## src/rtl/mfp_ahb_lite_sram_port.sv

```systemverilog
// SRAM port behind the AHB-Lite decoder: one-entry posted-write buffer, byte-lane read forwarding.
// SRAM port is combinational; HRDATA follows one cycle after a read is issued; stalls one cycle on read/write/buffer conflict.
module mfp_ahb_lite_sram_port #(
    parameter int ADDR_WIDTH = 12
) (
    input  logic                  HCLK,
    input  logic                  HRESET,
    input  logic                  read_enable,
    input  logic [ADDR_WIDTH+1:0] read_addr,
    input  logic                  write_enable,
    input  logic [ADDR_WIDTH+1:0] write_addr,
    input  logic [3:0]            write_mask,
    input  logic [31:0]           HWDATA,
    output logic [31:0]           HRDATA,
    output logic                  HREADYOUT,
    output logic                  ram_en,
    output logic [3:0]            ram_we,
    output logic [ADDR_WIDTH-1:0] ram_addr,
    output logic [31:0]           ram_wdata,
    input  logic [31:0]           ram_rdata
);

    logic                  r_wb_valid;
    logic [ADDR_WIDTH-1:0] r_wb_addr;
    logic [3:0]            r_wb_mask;
    logic [31:0]           r_wb_data;
    logic [3:0]            r_fwd_mask;
    logic [31:0]           r_fwd_data;
    logic                  r_rd_pend;
    logic [31:0]           r_hrdata;

    logic                  w_wr;
    logic [ADDR_WIDTH-1:0] w_rd_word;
    logic [ADDR_WIDTH-1:0] w_wr_word;
    logic                  w_ram_en;
    logic [3:0]            w_ram_we;
    logic [ADDR_WIDTH-1:0] w_ram_addr;
    logic [31:0]           w_ram_wdata;
    logic                  w_ready;
    logic                  w_rd_issue;
    logic                  w_wb_valid_nx;
    logic [ADDR_WIDTH-1:0] w_wb_addr_nx;
    logic [3:0]            w_wb_mask_nx;
    logic [31:0]           w_wb_data_nx;
    logic                  w_fwd_hit;
    logic [31:0]           w_rdata_mux;
    logic                  w_unused;

    // A write with no byte lanes is an unsupported size and is simply dropped.
    assign w_wr      = write_enable & (|write_mask);
    assign w_rd_word = read_addr[ADDR_WIDTH+1:2];
    assign w_wr_word = write_addr[ADDR_WIDTH+1:2];
    assign w_unused  = ^{read_addr[1:0], write_addr[1:0]};

    always_comb begin
        w_ram_en      = 1'b0;
        w_ram_we      = 4'h0;
        w_ram_addr    = '0;
        w_ram_wdata   = 32'h0;
        w_ready       = 1'b1;
        w_rd_issue    = 1'b0;
        w_wb_valid_nx = r_wb_valid;
        w_wb_addr_nx  = r_wb_addr;
        w_wb_mask_nx  = r_wb_mask;
        w_wb_data_nx  = r_wb_data;
        if (!HRESET) begin
            if (read_enable && w_wr && r_wb_valid) begin
                // Port is busy retiring the old entry; the master re-presents the read next cycle.
                w_ram_en      = 1'b1;
                w_ram_we      = r_wb_mask;
                w_ram_addr    = r_wb_addr;
                w_ram_wdata   = r_wb_data;
                w_ready       = 1'b0;
                w_wb_addr_nx  = w_wr_word;
                w_wb_mask_nx  = write_mask;
                w_wb_data_nx  = HWDATA;
            end else if (read_enable) begin
                w_ram_en   = 1'b1;
                w_ram_addr = w_rd_word;
                w_rd_issue = 1'b1;
                if (w_wr) begin
                    w_wb_valid_nx = 1'b1;
                    w_wb_addr_nx  = w_wr_word;
                    w_wb_mask_nx  = write_mask;
                    w_wb_data_nx  = HWDATA;
                end
            end else if (w_wr && r_wb_valid) begin
                // Retire the older entry first so same-word writes land in order.
                w_ram_en      = 1'b1;
                w_ram_we      = r_wb_mask;
                w_ram_addr    = r_wb_addr;
                w_ram_wdata   = r_wb_data;
                w_wb_addr_nx  = w_wr_word;
                w_wb_mask_nx  = write_mask;
                w_wb_data_nx  = HWDATA;
            end else if (w_wr) begin
                w_ram_en    = 1'b1;
                w_ram_we    = write_mask;
                w_ram_addr  = w_wr_word;
                w_ram_wdata = HWDATA;
            end else if (r_wb_valid) begin
                w_ram_en      = 1'b1;
                w_ram_we      = r_wb_mask;
                w_ram_addr    = r_wb_addr;
                w_ram_wdata   = r_wb_data;
                w_wb_valid_nx = 1'b0;
            end
        end
    end

    assign w_fwd_hit = w_wb_valid_nx && (w_wb_addr_nx == w_rd_word);

    always_comb begin
        w_rdata_mux = ram_rdata;
        for (int i = 0; i < 4; i++) begin
            if (r_fwd_mask[i]) begin
                w_rdata_mux[8*i +: 8] = r_fwd_data[8*i +: 8];
            end
        end
    end

    always_ff @(posedge HCLK or posedge HRESET) begin
        if (HRESET) begin
            r_wb_valid <= 1'b0;
            r_wb_addr  <= '0;
            r_wb_mask  <= 4'h0;
            r_wb_data  <= 32'h0;
            r_fwd_mask <= 4'h0;
            r_fwd_data <= 32'h0;
            r_rd_pend  <= 1'b0;
            r_hrdata   <= 32'h0;
        end else begin
            r_wb_valid <= w_wb_valid_nx;
            r_wb_addr  <= w_wb_addr_nx;
            r_wb_mask  <= w_wb_mask_nx;
            r_wb_data  <= w_wb_data_nx;
            r_rd_pend  <= w_rd_issue;
            if (w_rd_issue) begin
                r_fwd_mask <= w_fwd_hit ? w_wb_mask_nx : 4'h0;
                r_fwd_data <= w_wb_data_nx;
            end
            if (r_rd_pend) begin
                r_hrdata <= w_rdata_mux;
            end
        end
    end

    assign HRDATA    = r_rd_pend ? w_rdata_mux : r_hrdata;
    assign HREADYOUT = w_ready;
    assign ram_en    = w_ram_en;
    assign ram_we    = w_ram_we;
    assign ram_addr  = w_ram_addr;
    assign ram_wdata = w_ram_wdata;

endmodule

```

## config.mk

```make
export PLATFORM = sky130hd
export DESIGN_NAME = mfp_ahb_lite_sram_port
export DESIGN_NICKNAME = d
export VERILOG_FILES = /design/src/rtl/mfp_ahb_lite_sram_port.sv
export SDC_FILE = /design/constraint.sdc
export NUM_CORES = 1
export LEC_CHECK = 0
export BUFFER_PORTS_ARGS = -buffer_cell sky130_fd_sc_hd__clkbuf_2
export CORE_MARGIN = 3
export CORE_UTILIZATION = 47
export CTS_CLUSTER_DIAMETER = 100
export DETAILED_ROUTE_END_ITERATION = 8
export PLACE_DENSITY = 0.75
export SLEW_MARGIN = 30
export SYNTH_ARGS = -nofsm -noshare
export SYNTH_HDL_FRONTEND = slang
export SYNTH_SLANG_ARGS = --single-unit
```

## constraint.sdc

```tcl
create_clock -name HCLK -period 4 [get_ports HCLK]
set_input_delay 0.4 -clock HCLK [delete_from_list [all_inputs] [get_ports HCLK]]
set_output_delay 0.4 -clock HCLK [all_outputs]
set_load 0.01 [all_outputs]
```

==> impl_metrics.ini, run 1 <==
[outcome]
outcome = completed

[detailed_routing]
drcViolationCount = 0
drt_pass1_iterations = 5
vias = 5014
wl_per_cell_um = 17.6
via_per_inst = 5.56
first_iter_violations = 384
wl_um = 15900
drtAntennaViolNets = 0

[worst_setup_path]
worst_ep_arrival_time_ns = 2.92
worst-setup-path-type = primary input to flip-flop
slowest_delay_ns = 0.70
crit_slowest_cell = nor2_4
crit_chain = clkbuf_2 -> o21bai_1 -> nor2_4 -> buf_4 -> mux2_2 -> mux2_2
end_kind = flip-flop
crit_fanout = 32
crit_required_ns = 4.28
crit_top_cell = mux2_2
setup.worst_path.start_class = primary input

[clock_network]
worstSkewPairLatency_ns = 0.41
cts_sinks = 118
h-tree-depth = 4
cts_buffers = 17
clock_path_buffers = 2
cts_tree = built
cts_root_buf = clkbuf_16
ctsResizeCount = 0
cts_hold_repair.buffers = 0
cts.clk_slew.worst_paths_ns = 0.05
post-cts-setup-buffers = 0

[yosys]
avgSynthCellArea_um2 = 10.6
synth.top_cell.area_share_pct = 49.9
ys_seq_area_share_pct = 49.9
ys_warn_count = 0
synthFlopType = dfrtp_1
yosysMostFrequentCell = dfrtp_1
synthTopCellsByCount = 118 x dfrtp_1, 84 x nor2_1, 71 x mux2_2, 50 x a21oi_1
async_reset_ff_share_pct = 100
ys_ff_latch = 118
netlist_instances = 559
post_synth_num_cell_types = 43
synth_top_area_cell = dfrtp_1
synthesis.nets = 659
synth_area_mm2 = 0.00592
synthTopCellsByArea = dfrtp_1 50%, mux2_2 14%, mux2i_1 6.1%
synth_edf_count = 0

[global_route]
grt_pass1_wl_um = 26200
antenna_found_initial = 0
grt_pass1_vias = 5163
grt_use_total_pct = 23.1
grt_overflow = 0
grt_max_degree = 73

[timing]
max_freq_mhz = 379
drv_slew = 0
clock_skew_ns = 0.0106
finalCritPeriodShare_pct = 66.0
rsz0062_at_grt = no
setup_viol = 0
max-slew-margin-rel_pct = 41.8
period_minus_slack_ns = 2.64
final_hold_viol_count = 0
worst_pin_slew_ns = 0.872
tns_ns = 0

[final_layout]
drive_gt1_share_pct = 40.7
design_area_mm2 = 0.00756
layout.cells.non_filler = 902
multiInputGateArea_mm2 = 0.00276
seq_area_mm2 = 0.00296
antenna_cells = 0
syn_to_final_growth_pct = 27.6
nNetsFinal = 822
fillCellCount = 1014

[pwr]
p_per_area_mw_per_mm2 = 536
peakVddDrop_mv = 0.272
leakage_nw = 3.42
power_mw = 4.05

[placement]
dp_hpwl_um = 11100
io_buffers = 177
dpl_cell_area_mm2 = 0.00699
dp.cells = 871
gp_congestion = 0.859

[die]
io_pins = 182
rows = 40
dieArea_mm2 = 0.0140
dieHeight_um = 118
core_area_mm2 = 0.0122
die_w_um = 118
start_util_pct = 48.7

[run]
maxCapViolCount = 0

[worst_hold_path]
hp-class = primary input to flip-flop
[worst paths after layout]
path,endpoint,cells past startpoint,start,slack (ns)
max,r_fwd_data[0],6,read_enable,1.36
min,r_wb_data[4],2,HWDATA[4],0.26
max reg2reg,r_fwd_data[0],5,r_wb_valid,1.56
min reg2reg,r_fwd_data[31],1,r_fwd_data[31],0.51
max in group asynchronous,r_wb_data[8],4,HRESET,2.62
min in group asynchronous,r_wb_data[26],3,HRESET,0.72
[cell type report]
cell class	count	area share, %
flip-flops and latches	118	39.1
multi-input cells	382	36.5
repair buffers	187	13.2
clock buffers	22	6.14
well taps	168	2.78
clock inverters	9	1.36
inverters	16	0.861
[cells in the final DEF, fill, tap and decap left out, types with 14 or more instances in the layout]
| master | instances |
|---|---|
| clkbuf_16 | 17 |
| clkbuf_2 | 177 |
| mux2i_1 | 36 |
| a21oi_1 | 50 |
| mux2_2 | 71 |
| a221oi_1 | 14 |
| a22oi_1 | 36 |
| nor2_1 | 84 |
| inv_1 | 15 |
| dfrtp_1 | 117 |
| nand2_1 | 18 |
[logic make-up (layout without fill, tap and decap cells)]
kind of cell | Yosys count | count (layout) | share of synthesized area (%)
simple gates | 142 | 142 | 11.1
compound gates | 128 | 128 | 14.7
flops | 118 | 118 | 49.9
mux | 107 | 107 | 19.6
buf+inv | 59 | 234 | 4.06
xor+xnor | 5 | 5 | 0.739
[flip-flops by register name, summed over array words and instances (netlist names)]
register and cells:
r_fwd_mask 4, r_fwd_data 32, r_wb_addr 12, r_wb_data 32, r_hrdata 32, r_rd_pend 1
r_wb_mask 4, r_wb_valid 1
[layer usage]
metal / wire [µm] / global-route usage (%)
met1: 6700 / 29.6
met2: 7780 / 38.4
met5: 0 / 0
met4: 182 / 6.08
met3: 1220 / 6.99
[power breakdown]
part / internal [mW] / total, mW / switching [mW]
combinational: 0.442 / 0.926 / 0.484
sequential: 1.50 / 1.67 / 0.173
clock: 0.940 / 1.45 / 0.513
total: 2.88 / 4.05 / 1.17
[metrics by stage]
step / util [%] / setup WS [ns] / hold slack [ns]
2_1_floorplan: - / 0.0729 / 0.473
3_3_place_gp: 57.1 / 1.03 / 0.492
3_5_place_dp: 57.4 / 0.963 / 0.494
4_1_cts: 62.1 / 1.38 / 0.238
5_1_grt: 62.1 / 1.20 / 0.240
6_report: 62.1 / 1.36 / 0.261
[worst max-delay path: cells and delay by family]
kind	cells	cell delay, ns
mux	2	0.67
simple gates	1	0.70
compound gates	1	0.26
buf+inv	2	0.88
Power figures use the tool's default switching activity.
==> run 2: changes to the inputs <==
==> constraint.sdc (replaced) <==
create_clock -name HCLK -period 2.3 [get_ports HCLK]
set_input_delay 0.23 -clock HCLK [delete_from_list [all_inputs] [get_ports HCLK]]
set_output_delay 0.23 -clock HCLK [all_outputs]
set_load 0.01 [all_outputs]
==> run 2 against run 1 <==
Count of clock-buffer cells in the layout decreased by 2; register-to-register slack got worse by 1.5 ns; sequential share of layout area decreased by 1.5 points; clock skew decreased by 0.0051 ns; critical endpoint is now ram_wdata[19]; flip-flop and latch count unchanged; final cell count increased by 2.2%; worst setup slack got worse by 1.3 ns; worst hold slack got worse by 0.16 ns.
==> impl_metrics.ini, run 2 (same netlist as run 1, synthesis figures left out) <==
[outcome]
outcome = completed

[final_layout]
antenna_cells = 0
final_cell_mix = 177 x clkbuf_2, 117 x dfrtp_1, 84 x nor2_1
syn_to_final_growth_pct = 32.7
drive_gt1_share_pct = 42.8
reg_top3 = r_fwd_data: 32 flops, r_hrdata: 32 flops, r_wb_data: 32 flops
fillCellCount = 980
nNetsFinal = 841
layout_commonest_cell = clkbuf_2

[worst_setup_path]
crit_fanout = 19
worst_ep_arrival_time_ns = 1.97
crit_top_cell = buf_4
crit_family = buffers and inverters
slowest_delay_ns = 0.40
setup.worst_path.start_class = flip-flop
crit_required_ns = 2.07
crit_chain = buf_4 -> nor2b_4 -> buf_4 -> buf_12 -> a22oi_1 -> nor2_1 -> clkbuf_2
end_kind = primary output
worst-setup-path-type = flip-flop to primary output
crit_slowest_cell = dfrtp_1
worst-path-buf-inv = 4

[detailed_routing]
first_iter_violations = 585
vias = 5153
drtAntennaViolNets = 0
wl_per_cell_um = 17.8
drt_pass1_iterations = 5
via_per_inst = 5.59
drcViolationCount = 0
wl_um = 16400

[die]
die_w_um = 118
core_area_mm2 = 0.0122
dieHeight_um = 118
start_util_pct = 48.7
rows = 40
dieArea_mm2 = 0.0140
io_pins = 182

[timing]
tns_ns = 0
drv_slew = 0
setup_slack_ns = 0.101
setup_viol = 0
max_freq_mhz = 455
finalCritPeriodShare_pct = 95.6
worst_pin_slew_ns = 0.591
final_hold_viol_count = 0
max-slew-margin-rel_pct = 60.6
clock_skew_ns = 0.00555
period_minus_slack_ns = 2.20
rsz0062_at_grt = yes

[pwr]
peakVddDrop_mv = 0.573
clockPowerShare_pct = 39.7
p_per_area_mw_per_mm2 = 968
sw_frac_of_total_pct = 27.6
p_switching_mw = 2.10
sequentialPowerShare_pct = 38.2
comb_power_share_pct = 22.1
p_int_mw = 5.51
leakage_nw = 3.58

[global_route]
grt_use_total_pct = 23.6
antenna_found_initial = 0
grt_pass1_vias = 5326
grt_max_degree = 79
grt_overflow = 0
grt_pass1_wl_um = 26800

[clock_network]
cts.clk_slew.worst_paths_ns = 0.05
cts_tree = built
clock_path_buffers = 2
cts_root_buf = clkbuf_16
h-tree-depth = 4
cts_buffers = 17
worstSkewPairLatency_ns = 0.40
cts_sinks = 118

[run]
maxCapViolCount = 0

[placement]
gp_congestion = 0.897
io_buffers = 177
pre_cts_ws_ns = 0.0196
dp_hpwl_um = 11400

[worst_hold_path]
hp-class = primary input to flip-flop
-- run 2: power groups by stage --
stage / clock network, mW / logic, mW / registers, mW
final: 3.02 / 1.68 / 2.91
after global routing: 3.16 / 1.85 / 2.96
after CTS: 3.06 / 1.68 / 2.90
after detailed placement: 0 / 1.64 / 2.92
after global placement: 0 / 1.58 / 2.89
after floorplan: 0 / 1.07 / 2.81
-- run 2: worst paths after layout --
path | from | end | slack (ns) | cells past startpoint
min in group asynchronous | HRESET | r_wb_data[16] | 0.25 | 4
max reg2reg | r_wb_valid | r_fwd_mask[3] | 0.11 | 7
min | HWDATA[11] | r_wb_data[11] | 0.1 | 2
max | r_wb_valid | ram_wdata[19] | 0.10 | 7
max in group asynchronous | HRESET | r_rd_pend | 1.63 | 4
min reg2reg | r_fwd_data[9] | r_fwd_data[9] | 0.51 | 1
-- run 2: cell type report --
class	instances	area, µm²	area share [%]
clock buffer	20	457	5.81
clock inverter	12	224	2.85
inverter	16	63.8	0.812
multi-input combinational	382	2780	35.3
sequential	118	2950	37.6
tap	168	210	2.67
timing repair buffer	206	1170	14.9
-- run 2: worst register-to-register path: cells and delay by family, from the launching register on --
kind	cells	cell delay (ns)
AND/OR/NAND/NOR	2	0.40
buffers and inverters	1	0.24
flip-flops	1	0.40
AO/OA/AOI/OAI	4	1.07
-- run 2: metrics by stage --
stage | power (mW) | area [µm²] | hold WS, ns | utilization, % | instances
2_1_floorplan | 3.88 | 5930 | 0.347 | - | 559
3_3_place_gp | 4.48 | 7080 | 0.488 | 58.2 | 882
3_5_place_dp | 4.56 | 7080 | 0.496 | 58.2 | 882
4_1_cts | 7.65 | 7820 | 0.0779 | 64.3 | 920
5_1_grt | 7.98 | 7860 | 0.0903 | 64.6 | 922
6_report | 7.61 | 7860 | 0.0964 | 64.6 | 922
-- run 2: what timing repair did --
action	in CTS	in global routing
resized for setup	0	5
endpoints found under the hold margin	0	0
endpoints found under the setup margin	31	20
buffers inserted	6	2
hold buffers	0	0
-- run 2: per-layer routing --
layer | share of wire (%) | routed length (µm) | global-route usage (%)
met2 | 49 | 8120 | 39.8
met1 | 43 | 7090 | 29.8
met5 | 0 | 0 | 0
met4 | 0.89 | 146 | 7.18
met3 | 6.5 | 1060 | 6.22
